`src/rtl/times_table_divider_if.sv`:
```
// times_table_divider_if: request/result bundle between a requester and times_table_divider
//   enable    requester -> divider  synchronous clock enable
//   start     requester -> divider  division request
//   product   requester -> divider  dividend (WIDTH_P bits)
//   divisor   requester -> divider  divisor (WIDTH_D bits)
//   busy      divider -> requester  division in progress
//   done      divider -> requester  one-enabled-cycle result strobe
//   quotient  divider -> requester  product / divisor
//   remainder divider -> requester  product % divisor
//   div_zero  divider -> requester  last accepted request had divisor 0
interface times_table_divider_if #(
    parameter int WIDTH_P = 6,
    parameter int WIDTH_D = 3
);
    logic               enable;
    logic               start;
    logic [WIDTH_P-1:0] product;
    logic [WIDTH_D-1:0] divisor;
    logic               busy;
    logic               done;
    logic [WIDTH_P-1:0] quotient;
    logic [WIDTH_D-1:0] remainder;
    logic               div_zero;
    modport master (
        output enable, start, product, divisor,
        input  busy, done, quotient, remainder, div_zero
    );
    modport slave (
        input  enable, start, product, divisor,
        output busy, done, quotient, remainder, div_zero
    );
endinterface

```
`src/rtl/times_table_divider.sv`:
```
// times_table_divider: sequential restoring divider recovering a and remainder from a times-table product
//   clk    rising-edge clock
//   rst_n  asynchronous active-low reset
//   bus    times_table_divider_if.slave: enable/start/product/divisor in,
//          busy/done/quotient/remainder/div_zero out
module times_table_divider #(
    parameter int WIDTH_P = 6,
    parameter int WIDTH_D = 3
) (
    input  logic              clk,
    input  logic              rst_n,
    times_table_divider_if.slave bus
);
    localparam int CW = $clog2(WIDTH_P + 1);
    typedef enum logic [1:0] {IDLE, CALC, ZERO} state_t;
    state_t             r_state;
    state_t             w_state_n;
    logic [CW-1:0]      r_cnt;
    logic [WIDTH_P-1:0] r_dvd;
    logic [WIDTH_D-1:0] r_dsr;
    logic [WIDTH_D-1:0] r_rem;
    logic [WIDTH_P-1:0] r_quot;
    logic [WIDTH_D-1:0] r_remo;
    logic               r_dz;
    logic               r_busy;
    logic               r_done;
    logic [WIDTH_D:0]   w_part;
    logic               w_ge;
    logic [WIDTH_D-1:0] w_rem_n;
    logic [WIDTH_P-1:0] w_dvd_n;
    logic               w_last;
    // The dividend register shifts left each iteration and collects quotient bits at its LSB,
    // so after WIDTH_P iterations it holds the quotient.
    assign w_part  = {r_rem, r_dvd[WIDTH_P-1]};
    assign w_ge    = w_part >= {1'b0, r_dsr};
    // The difference is always below the divisor, so only the low WIDTH_D bits matter.
    assign w_rem_n = w_ge ? w_part[WIDTH_D-1:0] - r_dsr : w_part[WIDTH_D-1:0];
    assign w_dvd_n = {r_dvd[WIDTH_P-2:0], w_ge};
    assign w_last  = r_cnt == CW'(1);
    always_comb begin
        w_state_n = r_state;
        case (r_state)
            IDLE:    if (bus.start) w_state_n = (bus.divisor == '0) ? ZERO : CALC;
            CALC:    if (w_last) w_state_n = IDLE;
            default: w_state_n = IDLE;
        endcase
    end
    always_ff @(posedge clk or negedge rst_n) begin
        if (!rst_n) r_state <= IDLE;
        else if (bus.enable) r_state <= w_state_n;
    end
    always_ff @(posedge clk or negedge rst_n) begin
        if (!rst_n) begin
            r_cnt  <= '0;
            r_dvd  <= '0;
            r_dsr  <= '0;
            r_rem  <= '0;
            r_quot <= '0;
            r_remo <= '0;
            r_dz   <= 1'b0;
            r_busy <= 1'b0;
            r_done <= 1'b0;
        end else if (bus.enable) begin
            r_done <= 1'b0;
            case (r_state)
                IDLE: if (bus.start) begin
                    r_dvd  <= bus.product;
                    r_dsr  <= bus.divisor;
                    r_rem  <= '0;
                    r_cnt  <= CW'(WIDTH_P);
                    r_busy <= 1'b1;
                end
                CALC: begin
                    r_dvd <= w_dvd_n;
                    r_rem <= w_rem_n;
                    r_cnt <= r_cnt - CW'(1);
                    if (w_last) begin
                        r_quot <= w_dvd_n;
                        r_remo <= w_rem_n;
                        r_dz   <= 1'b0;
                        r_done <= 1'b1;
                        r_busy <= 1'b0;
                    end
                end
                default: begin
                    r_cnt  <= '0;
                    r_quot <= '1;
                    r_remo <= '0;
                    r_dz   <= 1'b1;
                    r_done <= 1'b1;
                    r_busy <= 1'b0;
                end
            endcase
        end
    end
    assign bus.busy      = r_busy;
    assign bus.done      = r_done;
    assign bus.quotient  = r_quot;
    assign bus.remainder = r_remo;
    assign bus.div_zero  = r_dz;
endmodule

```
`src/flat_wrapper.sv`:
```
// flat-port wrapper written by rule: the top's interface ports become plain ports
module times_table_divider_flat 
#(
    parameter int WIDTH_P = 6,
    parameter int WIDTH_D = 3
)
  (clk, rst_n, bus_enable, bus_start, bus_product, bus_divisor, bus_busy, bus_done, bus_quotient, bus_remainder, bus_div_zero);
  times_table_divider_if #(.WIDTH_P(WIDTH_P), .WIDTH_D(WIDTH_D)) bus_i ();
  input  logic clk;
  input  logic rst_n;
  input wire logic [$bits(bus_i.enable)-1:0] bus_enable;
  input wire logic [$bits(bus_i.start)-1:0] bus_start;
  input wire logic [$bits(bus_i.product)-1:0] bus_product;
  input wire logic [$bits(bus_i.divisor)-1:0] bus_divisor;
  output wire logic [$bits(bus_i.busy)-1:0] bus_busy;
  output wire logic [$bits(bus_i.done)-1:0] bus_done;
  output wire logic [$bits(bus_i.quotient)-1:0] bus_quotient;
  output wire logic [$bits(bus_i.remainder)-1:0] bus_remainder;
  output wire logic [$bits(bus_i.div_zero)-1:0] bus_div_zero;
  assign bus_i.enable = bus_enable;
  assign bus_i.start = bus_start;
  assign bus_i.product = bus_product;
  assign bus_i.divisor = bus_divisor;
  assign bus_busy = bus_i.busy;
  assign bus_done = bus_i.done;
  assign bus_quotient = bus_i.quotient;
  assign bus_remainder = bus_i.remainder;
  assign bus_div_zero = bus_i.div_zero;
  times_table_divider #(.WIDTH_P(WIDTH_P), .WIDTH_D(WIDTH_D)) u_core (.clk(clk), .rst_n(rst_n), .bus(bus_i));
endmodule
```
`config.mk`:
```
export PLATFORM = sky130hd
export DESIGN_NAME = times_table_divider_flat
export DESIGN_NICKNAME = d
export VERILOG_FILES = /design/src/rtl/times_table_divider_if.sv /design/src/rtl/times_table_divider.sv /design/src/flat_wrapper.sv
export SDC_FILE = /design/constraint.sdc
export NUM_CORES = 1
export LEC_CHECK = 0
export ABC_AREA = 1
export ABC_CLOCK_PERIOD_IN_PS = 3100
export CAP_MARGIN = 20
export CORE_MARGIN = 4
export CORE_UTILIZATION = 55
export CTS_CLUSTER_DIAMETER = 100
export DETAILED_ROUTE_END_ITERATION = 10
export GPL_TIMING_DRIVEN = 0
export PLACE_DENSITY = 0.82
export SLEW_MARGIN = 20
export SYNTH_ARGS = -nofsm -noshare
export SYNTH_HDL_FRONTEND = slang
export SYNTH_SLANG_ARGS = --single-unit
export TNS_END_PERCENT = 30
```
`constraint.sdc`:
```
create_clock -name clk -period 3.1 [get_ports clk]
set_input_delay 0.465 -clock clk [delete_from_list [all_inputs] [get_ports clk]]
set_output_delay 0.465 -clock clk [all_outputs]
set_load 0.005 [all_outputs]
```
# After elaboration in Yosys (flattened, before gate mapping)
# Index checks and enable logic that the tools add are counted.
[op_classes]
n_addsub = 2
mul = 0
n_div = 0
magnitude_cmp = 1
eq_ne = 4
shifts = 0
n_mux = 21
n_bitwise = 1
reduce_logical = 8
[ops]
columns = ["cell", "n"]
rows = [
  ["6-bit case mux with 2 select lines", 2],
  ["3-bit case mux with 2 select lines", 3],
  ["3-bit two-way mux", 4],
  ["6-bit two-way mux", 2],
  ["3-bit AND reduction", 4],
  ["2-bit two-way mux", 3],
  ["1-bit case mux with 2 select lines", 3],
  ["4-bit by 3-bit greater-or-equal comparator with 1-bit output", 1],
  ["2-bit case mux with 2 select lines", 1],
  ["3-bit by 1-bit == test with 1-bit output, second input constant", 1],
  ["3-bit logical NOT", 1],
  ["1-bit two-way mux", 3],
  ["3-bit by 1-bit subtractor with 3-bit output, second input constant", 1],
  ["3-bit subtractor", 1],
  ["2-bit by 1-bit == test with 1-bit output, second input constant", 1],
  ["2-bit logical NOT", 1],
  ["2-bit by 1-bit inequality test with 1-bit output, second input constant", 1],
  ["2-bit inequality test, second input constant", 1],
  ["2-bit AND reduction", 1],
  ["2-bit nonzero test", 1],
  ["1-bit inverter", 1],
]
[totals]
ff_bits = 29
latchBits = 0
ramBits = 0
rom_bits = 0
inputBits = 13
output_inout_bits = 12
word_cells = 47
n_memories = 0

# Logic depth before layout (Yosys ltp)
[depth]
ltp_word = 4
ltp_mapped = 10
ltp_nobuf = 10

# Worst setup path after synthesis
# OpenSTA, ideal clock, no wires.
[synth_timing]
path_type = "reg2reg"
start = "register u_core.r_dsr[0]"
end = "register u_core.r_remo[0] (netlist: u_core.bus.remainder[0])"
setup_ns = 0.118
arrival_time_ns = 1.454
required_time_ns = 2.982
slack_ns = 1.527
path_stages_with_launch = 9
path_buffers = 0
period_less_slack_ns = 1.573
path_cell_list = "dfrtp_1 -> ha_1 -> fa_1 -> nand2_1 -> nand2_1 -> nand2_1 -> nand2_1 -> nand4_1 -> nand2_1"
[synth_between]
elab_chain_cells = 4
word_cells_on_any_way = 5
classes_between = "add/sub (1); order compare (1); mux (3)"
[synth_rtl]
columns = ["item", "line_no", "text"]
rows = [
  ["start, declared", "times_table_divider.sv:20", "logic [WIDTH_D-1:0] r_dsr;"],
  ["start signal, assigned", "times_table_divider.sv:68", "r_dsr <= bus.divisor;"],
  ["4-bit by 3-bit greater-or-equal comparator with 1-bit output or 3-bit subtractor (tied branches)", "times_table_divider.sv:35, times_table_divider.sv:37", ""],
  ["3-bit two-way mux (*)", "times_table_divider.sv:37", "assign w_rem_n = w_ge ? w_part[WIDTH_D-1:0] - r_dsr : w_part[WIDTH_D-1:0];"],
  ["3-bit two-way mux (*)", "times_table_divider.sv:77", "if (w_last) begin"],
  ["3-bit case mux with 2 select lines (*)", "times_table_divider.sv:65", "case (r_state)"],
  ["end signal, assigned", "times_table_divider.sv:79", "r_remo <= w_rem_n;"],
  ["end, declared", "times_table_divider.sv:23", "logic [WIDTH_D-1:0] r_remo;"],
]
# Mark *: on every way between the ends. The rest lies on a longest branch, timed or not. The select of a mux whose other input is x is not followed.
# A chain may end at the register's enable or synchronous reset.

# Worst setup path after layout
# Ends and elaborated chain as after synthesis.

==> impl_metrics.py <==
metrics = {
    "layout": {
        "drive_above_1_share": 0.108,
        "final_nets": 221,
        "syn_to_final_growth_pct": 23.9,
        "antenna_cells": 0,
    },
    "global_routing": {
        "met3_usage": 0.0545,
        "grt_pass1_wl_um": 5500,
        "grt-ovfl-total": 0,
        "grt.met1_usage": 0.238,
        "grt_max_degree": 30,
        "grt_pass1_vias": 1272,
        "grt_antenna_before_repair": 0,
        "grt_util_all_layers": 0.215,
        "use_met2": 0.368,
        "grt_busiest_layer": "met2",
    },
    "critical_path": {
        "r2r-start": "u_core.r_dsr[0]",
        "crit_fanout": 4,
        "cpMostUsedCell": "nand2_1",
        "arrival_ns": 1.99,
        "worstPathCellList": "ha_1 -> fa_1 -> nand2_1 -> nand2_1 -> nand2_1 -> nand2_1 -> nand4_1 -> nand2_1",
        "cpPeakStageDelay_ns": 0.47,
        "cp_top_family": "adder cells",
        "worstSetupStartpoint": "u_core.r_dsr[0]",
        "required_ns": 3.34,
        "path_class": "reg -> reg",
        "critical_path_buf_inv_count": 0,
        "endpoint_kind": "flop",
        "cp-start-kind": "flop",
        "cpMaxStageDelayCell": "fa_1",
    },
    "yosys": {
        "synthTopCellsByArea": "dfrtp_1 (51%), nand2_1 (16%), inv_1 (5.5%)",
        "synth-edff-count": 0,
        "syn_area_um2": 1440,
        "synthCells": 171,
        "synthTopCellsByCount": "nand2_1 (61), dfrtp_1 (29), inv_1 (21), o21ai_0 (15)",
        "yosysUniqueCellTypes": 22,
        "synthArstFlopShare": 1.00,
        "ys_warn_count": 0,
        "synth-seq-cells": 29,
        "yosysTopAreaCell": "dfrtp_1",
        "syn_nets": 190,
        "avgSynthCellArea_um2": 8.40,
        "synth.most_common_cell": "nand2_1",
        "synth.top_cell.area_share": 0.505,
        "yosysSeqAreaShare": 0.505,
        "synth_flop_cell": "dfrtp_1",
    },
    "timing": {
        "fmax_mhz": 570,
        "setup_viol": 0,
        "setup_tns_ns": 0,
        "finalCriticalPeriod_ns": 1.75,
        "grt_setup_unrepaired": "false",
        "slew_violations": 0,
        "slew_headroom": 0.562,
        "fin_skew_ns": 0.0129,
        "tightest_slew_ns": 0.656,
        "hold_violations": 0,
        "timing.final.ws_setup_ns": 1.35,
        "fin_crit_sh": 0.566,
    },
    "clock_network": {
        "cts_sinks": 29,
        "cts_tree": "yes",
        "postCtsSetupRepairBufs": 0,
        "ctsHoldBuffers": 0,
        "cts_buffer_depth": 2,
        "clkTransAtPathRegs_ns": 0.10,
        "clk_latency_ns": 0.34,
        "htreeDepth": 2,
        "cts_root_buf": "clkbuf_4",
        "cts_resized": 0,
        "cts_buffers": 5,
    },
    "power_and_ir_drop": {
        "p_leak_nw": 0.908,
        "power.density_nw_per_um2": 956,
        "finalPower_mw": 1.70,
        "ir_drop_uv": 596,
    },
    "route": {
        "via_per_inst": 5.42,
        "dr_total_vias": 1264,
        "wl_per_cell_um": 13.9,
        "firstDrtPassIters": 4,
        "dr.first_iter.drc_count": 50,
        "wirelength_um": 3240,
        "ant_nets": 0,
        "drc": 0,
    },
    "placed_design": {
        "io_buffers": 24,
        "dp_hpwl_um": 2320,
        "place_congestion": 0.803,
        "dp_slack_ns": 1.21,
    },
    "floorplan": {
        "rows": 18,
        "core-area_um2": 2480,
        "start_util": 0.580,
        "dieArea_um2": 3490,
        "die_x_um": 59.1,
        "die_h_um": 59.1,
        "pin_count": 25,
    },
    "outcome": {
        "outcome": "finished, final reports clean",
    },
    "job": {
        "cap_violations": 0,
    },
    "worst_hold_path": {
        "hp-class": "in -> async",
    },
}
==> placed cells by master (no fill, tap or decap) <==
cell,synthesis,layout
nand2_1,61,61
dfrtp_1,29,29
clkdlybuf4s50_1,0,23
inv_1,21,21
o21ai_0,15,15
nor2_1,6,6
nand3_1,6,6
o211ai_1,5,5
nand4_1,5,5
ha_1,5,5
clkbuf_4,0,5
nand2_2,3,3
inv_2,2,2
buf_6,2,2
o21ai_1,2,2
clkbuf_8,0,2
nand3_2,1,1
inv_4,1,1
a21oi_2,1,1
o21ai_2,1,1
nor2_4,1,1
buf_4,1,1
or2_1,1,1
o22ai_1,1,1
fa_1,1,1
clkinv_2,0,1
buf_2,0,1
==> cells by family (layout without fill, tap and decap cells) <==
kind of cell | Yosys count | in the layout | synth area share
flops | 29 | 29 | 0.505
compound gates | 25 | 25 | 0.102
simple gates | 84 | 84 | 0.250
buf+inv | 27 | 59 | 0.0854
fa+ha+maj | 6 | 6 | 0.0575
==> final cells by class <==
class	instances	area [µm²]
Tap cell	30	37.5
Clock inverter	1	5.00
Multi-Input combinational cell	115	588
Fill cell	201	698
Buffer	3	30.0
Sequential cell	29	726
Inverter	24	92.6
Clock buffer	7	65.1
Timing Repair Buffer	24	235
==> routing by layer <==
metal / part of all wire / vias up
met5: 0 / -
met1: 0.41 / 612
li1: - / 603
met4: 0.022 / 0
met3: 0.056 / 9
met2: 0.51 / 40
==> worst reg2reg max path, delay by kind of cell (launching register included) <==
family | cells | cell delay, ns
AND/OR/NAND/NOR | 6 | 0.55
flip-flops | 1 | 0.40
adder cells (fa/ha/maj) | 2 | 0.69
==> stage by stage <==
stage / hold WS (ns) / area [µm²] / util / instances
detailed placement: 0.467 / 1710 / 0.690 / 225
global route: 0.201 / 1780 / 0.718 / 233
finish: 0.141 / 1780 / 0.718 / 233
CTS: 0.162 / 1780 / 0.718 / 233
floorplan: 0.169 / 1440 / - / 171
global placement: 0.453 / 1710 / 0.692 / 225
==> worst paths after layout <==
kind / end / slack (ns) / depth (start not counted)
min: u_core.r_rem[0] / 0.14 / 1
max: u_core.bus.remainder[0] / 1.35 / 8
max in group asynchronous: u_core.r_dvd[1] / 2.53 / 1
min reg2reg: u_core.bus.quotient[4] / 0.48 / 2
max reg2reg: u_core.bus.remainder[0] / 1.35 / 8
min in group clk: u_core.bus.quotient[4] / 0.48 / 2
==> power breakdown <==
part	internal, mW	leakage (nW)	total [mW]	switching, mW
clock	0.131	0.0413	0.271	0.140
combinational	0.337	0.504	0.786	0.448
sequential	0.542	0.363	0.645	0.103
total	1.01	0.908	1.70	0.691
==> registers in the layout (all words and copies together) (netlist names), 2 cells and up <==
register and flops:
u_core.r_dvd 6, u_core.r_dsr 3, u_core.r_rem 3, u_core.r_cnt 3, u_core.r_state 2, u_core.bus.remainder 3, u_core.bus.quotient 6
(Power assumes the default switching activity.)
